File: src/rtl/mac_result_serializer.sv
// mac_result_serializer: captures one DATA_WIDTH-bit product from mac_module on a
// request toggle and feeds it byte by byte into uart_core's transmitter, pacing on
// tx_busy. Each byte is started by one toggle of tx_start_transmission.
//
// Handshake: a request is any level change of send_toggle. It is accepted only in
// IDLE. A request arriving in any other state is dropped and sets the sticky overrun
// flag. Downstream, a byte is launched by toggling tx_start_transmission, with
// tx_data_in updated on the same edge. tx_busy is then ignored for GAP_CYCLES cycles,
// which gives the UART time to raise it. After that the next byte waits until tx_busy
// is low.
module mac_result_serializer #(
  parameter int         DATA_WIDTH  = 48,
  parameter bit         LSB_FIRST   = 1'b1,
  parameter bit         HEADER_EN   = 1'b0,
  parameter logic [7:0] HEADER_BYTE = 8'hA5,
  parameter int         GAP_CYCLES  = 2
) (
  input  logic                  clk,
  input  logic                  reset,
  input  logic                  send_toggle,
  input  logic [DATA_WIDTH-1:0] data_p,
  input  logic                  tx_busy,
  output logic [7:0]            tx_data_in,
  output logic                  tx_start_transmission,
  output logic                  busy,
  output logic                  done_toggle,
  output logic                  overrun,
  output logic [1:0]            fsm_state
);

  localparam int DBYTES = DATA_WIDTH / 8;
  localparam int NBYTES = DBYTES + (HEADER_EN ? 1 : 0);
  localparam int IDX_W  = $clog2(NBYTES + 1);
  localparam logic [IDX_W-1:0] LAST_IDX = IDX_W'(NBYTES - 1);
  localparam logic [IDX_W-1:0] HDR_OFS  = HEADER_EN ? IDX_W'(1) : '0;
  localparam logic [3:0]       GAP_LOAD = 4'(GAP_CYCLES - 1);

  if ((DATA_WIDTH % 8) != 0 || DATA_WIDTH < 8) begin : g_bad_width
    $error("mac_result_serializer: DATA_WIDTH must be a positive multiple of 8");
  end
  if (GAP_CYCLES < 1 || GAP_CYCLES > 15) begin : g_bad_gap
    $error("mac_result_serializer: GAP_CYCLES must be in 1..15");
  end

  typedef enum logic [1:0] {
    IDLE    = 2'd0,
    SEND    = 2'd1,
    GAP     = 2'd2,
    WAIT_TX = 2'd3
  } state_t;

  state_t                state;
  logic                  toggle_q;
  logic [DATA_WIDTH-1:0] shadow;
  logic [IDX_W-1:0]      byte_idx;
  logic [IDX_W-1:0]      data_idx;
  logic [3:0]            gap_cnt;
  logic                  req;
  logic [7:0]            data_bytes [DBYTES];
  logic [7:0]            cur_byte;

  assign req       = send_toggle ^ toggle_q;
  assign fsm_state = state;

  // Slice the captured product into bytes in transmit order.
  always_comb begin
    for (int j = 0; j < DBYTES; j++) begin
      if (LSB_FIRST) data_bytes[j] = shadow[8*j +: 8];
      else           data_bytes[j] = shadow[DATA_WIDTH-8-8*j +: 8];
    end
  end

  // Select the byte for the current index. The header slot underflows data_idx to a
  // value that matches no data byte, so the default of HEADER_BYTE is kept for it.
  always_comb begin
    data_idx = byte_idx - HDR_OFS;
    cur_byte = HEADER_BYTE;
    for (int j = 0; j < DBYTES; j++) begin
      if (data_idx == IDX_W'(j)) cur_byte = data_bytes[j];
    end
  end

  // Request edge detector, frame FSM and all registered outputs.
  always_ff @(posedge clk or negedge reset) begin
    if (!reset) begin
      state                 <= IDLE;
      toggle_q              <= 1'b0;
      shadow                <= '0;
      byte_idx              <= '0;
      gap_cnt               <= '0;
      tx_data_in            <= 8'h00;
      tx_start_transmission <= 1'b0;
      busy                  <= 1'b0;
      done_toggle           <= 1'b0;
      overrun               <= 1'b0;
    end else begin
      toggle_q <= send_toggle;
      // Outside IDLE a request cannot be served. It is dropped and flagged, and the
      // frame in flight is left alone.
      if (req && state != IDLE) overrun <= 1'b1;
      case (state)
        IDLE: begin
          if (req) begin
            shadow   <= data_p;
            byte_idx <= '0;
            busy     <= 1'b1;
            state    <= SEND;
          end
        end
        SEND: begin
          tx_data_in            <= cur_byte;
          tx_start_transmission <= ~tx_start_transmission;
          gap_cnt               <= GAP_LOAD;
          state                 <= GAP;
        end
        GAP: begin
          if (gap_cnt == 4'd0) state <= WAIT_TX;
          else                 gap_cnt <= gap_cnt - 4'd1;
        end
        WAIT_TX: begin
          if (!tx_busy) begin
            if (byte_idx == LAST_IDX) begin
              busy        <= 1'b0;
              done_toggle <= ~done_toggle;
              state       <= IDLE;
            end else begin
              byte_idx <= byte_idx + IDX_W'(1);
              state    <= SEND;
            end
          end
        end
        default: state <= IDLE;
      endcase
    end
  end

endmodule

File: config.mk
export PLATFORM = sky130hd
export DESIGN_NAME = mac_result_serializer
export DESIGN_NICKNAME = d
export VERILOG_FILES = /design/src/rtl/mac_result_serializer.sv
export SDC_FILE = /design/constraint.sdc
export NUM_CORES = 1
export LEC_CHECK = 0
export CAP_MARGIN = 20
export CORE_ASPECT_RATIO = 0.8
export CORE_MARGIN = 10
export CORE_UTILIZATION = 65
export CTS_CLUSTER_DIAMETER = 40
export DETAILED_ROUTE_END_ITERATION = 6
export DONT_BUFFER_PORTS = 1
export GPL_ROUTABILITY_DRIVEN = 0
export PLACE_DENSITY_LB_ADDON = 0.15
export SLEW_MARGIN = 20
export SYNTH_ARGS = -nofsm -noshare
export SYNTH_HDL_FRONTEND = slang
export SYNTH_SLANG_ARGS = --single-unit
File: constraint.sdc
create_clock -name clk -period 3 [get_ports clk]
set_clock_uncertainty 0.1 [all_clocks]
set_input_delay 0 -clock clk [delete_from_list [all_inputs] [get_ports clk]]
set_output_delay 0 -clock clk [all_outputs]
set_load 0.005 [all_outputs]
==> flow_metrics.tcl <==
set metrics [dict create \
    cp.required_ns 3.16 \
    io_pins 66 \
    arrival_ns 2.56 \
    dp_cells 322 \
    utilization 0.825 \
    vias 2318 \
    synth_seq_area_share 0.522 \
    std_cell_rows 23 \
    dieArea_um2 8450 \
    dp_slack_ns 0.712 \
    nNetsFinal 386 \
    p_leak_uw 0.00181 \
    yosysUniqueCellTypes 44 \
    areaGrowthSynthToFinish_pct 23.1 \
    rsz0062_at_grt "false" \
    irDropWorstVdd_mv 0.665 \
    power_density_nw_per_um2 1050 \
    drt-vias-per-instance 5.94 \
    antenna_cells 0 \
    multiInputGateArea_um2 1440 \
    critPathLaunchType "register" \
    stdcell_count 390 \
    fill_cells 282 \
    relSlewSlack 0.550 \
    start_util 0.670 \
    ant_nets 0 \
    cts_tree "built" \
    globalRoute.totalOverflow 0 \
    final_cell_area_um2 4130 \
    crit_path_end_kind "register" \
    grt_pass1_vias 2445 \
    tightest_slew_ns 0.676 \
    grt_pass1_wl_um 12600 \
    final_common_cell "dfrtp_1" \
    postPlaceCellArea_um2 3350 \
    worst-path-max-fanout 18 \
    tns_ns 0 \
    synth_fp_nets 338 \
    min_period_ns 2.40 \
    first_iter_violations 127 \
    fin_crit_sh 0.799 \
    clock_path_buffers 2 \
    maxSlewViolCount 0 \
    cts_inserted_buffers 9 \
    setup_viol 0 \
    cts-resized-gates 0 \
    synth_area_um2 3350 \
    layout-drive-gt1-share 0.213 \
    cts.sinks 70 \
    async_reset_ff_frac 1.00 \
    final_cell_mix "dfrtp_1, dlygate4sd3_1, mux2_2, inv_1" \
    synth_edf_count 0 \
    min_path_type "in2async" \
    fmax_mhz 417 \
    ys_warn_count 0 \
    hold_viol 0 \
    route.detailed.drc 0 \
    dieWidth_um 100 \
    synth.avg_cell_area_um2 12.2 \
    wire_per_inst_um 19.7 \
    cap_violations 0 \
    seq_area_um2 1750 \
    antenna_found_initial 0 \
    die_y_um 84.3 \
    cts-htree-levels 3 \
    dp_hpwl_um 4990 \
    clk_pin_slew_worst_paths_ns 0.07 \
    clock_latency_ns 0.35 \
    synth_flop_cell "dfrtp_1" \
    wl_um 7700 \
    syn_inst 275 \
    groute.usage.overall 0.188 \
    run_status "complete, no violations" \
    grt_max_degree 71 \
    core_um2 5010 \
    path_class "reg2reg" \
    portBuffers 0 \
    synth_seq_cells 70 \
    layout_setup_ws_ns 0.603 \
    clockRootBuffer "clkbuf_8" \
    first_pass_iters 5 \
]
cells in the mapped netlist (4+ instances only):
master    number  area [um2]
a211oi_1       4        30.0
a21oi_1       12        60.1
a221o_1        4        40.0
a221o_2        4        45.0
a221oi_1       6        52.6
buf_2          5        25.0
clkbuf_1       6        22.5
dfrtp_1       70        1750
ha_1          11         138
inv_1         21        78.8
mux2_1         9         101
mux2_2        41         462
nand2_1       11        41.3
nand3_1        5        25.0
nor2_1         8        30.0
nor3b_1        7        52.6
o21ai_0        7        35.0
o31ai_1        7        52.6
kinds of logic after synthesis:
group	after synthesis	synth area share
compound gates	59	0.132
xor+xnor	3	0.0101
fa+ha+maj	11	0.0410
buf+inv	36	0.0477
flops	70	0.522
mux	51	0.171
simple gates	45	0.0765
timing repair:
action / 4_1_cts / 5_1_grt
hold endpoints to repair: 127 / 0
setup endpoints to repair: 0 / 0
hold buffers: 52 / 0
buffers inserted: 0 / 0
path summary, 6_finish.rpt:
kind	from	endpoint	slack [ns]	cells after the start
min	reset	shadow[40]$_DFFE_PN0P_	0.08	2
min reg2reg	gap_cnt[3]$_DFFE_PN0P_	gap_cnt[3]$_DFFE_PN0P_	0.38	1
max reg2reg	byte_idx[1]$_DFFE_PN0P_	tx_data_in[2]$_DFFE_PN0P_	0.60	6
min in group clk	send_toggle	toggle_q$_DFF_PN0_	0.21	1
max	byte_idx[1]$_DFFE_PN0P_	tx_data_in[2]$_DFFE_PN0P_	0.60	6
max in group asynchronous	reset	fsm_state[1]$_DFFE_PN0P_	2.42	2
critical path, cell delays in order, from the launching register on:
cell and delay, ns:
dfrtp_1 0.42, inv_1 0.12, ha_1 0.60, nand2_1 0.41, nand2_1 0.34, a31oi_1 0.10, a211oi_2 0.23
layout make-up:
type / count / area share
well taps: 62 / 0.0188
multi-input cells: 169 / 0.349
inverters: 21 / 0.0191
clock buffers: 12 / 0.0400
flip-flops and latches: 70 / 0.424
clock inverters: 4 / 0.0185
repair buffers: 52 / 0.130
through the flow:
step,total power [uW],hold slack (ns)
after floorplan,3000,-0.396
after global placement,3310,-0.393
after detailed placement,3370,-0.393
after CTS,4360,0.0897
after global routing,4640,0.121
final,4360,0.0837
report_power, final:
| group | switching [uW] | internal [uW] | total, uW |
|---|---|---|---|
| Combinational | 819 | 854 | 1670 |
| Clock | 358 | 539 | 897 |
| Sequential | 368 | 1420 | 1790 |
flip-flops by register name (all words and copies together) (netlist names):
signal and cells:
tx_start_transmission 1, byte_idx 3, shadow 48, toggle_q 1, overrun 1, busy 1
done_toggle 1, gap_cnt 4, tx_data_in 8, fsm_state 2
metal layers:
| metal | vias up | routed length (um) | track usage |
|---|---|---|---|
| li1 | 1085 | - | - |
| met1 | 1137 | 3360 | 0.236 |
| met2 | 84 | 3650 | 0.291 |
| met3 | 12 | 560 | 0.0680 |
| met4 | 0 | 127 | 0.0654 |
| met5 | - | 0 | 0 |
Power figures use the tool's default switching activity.
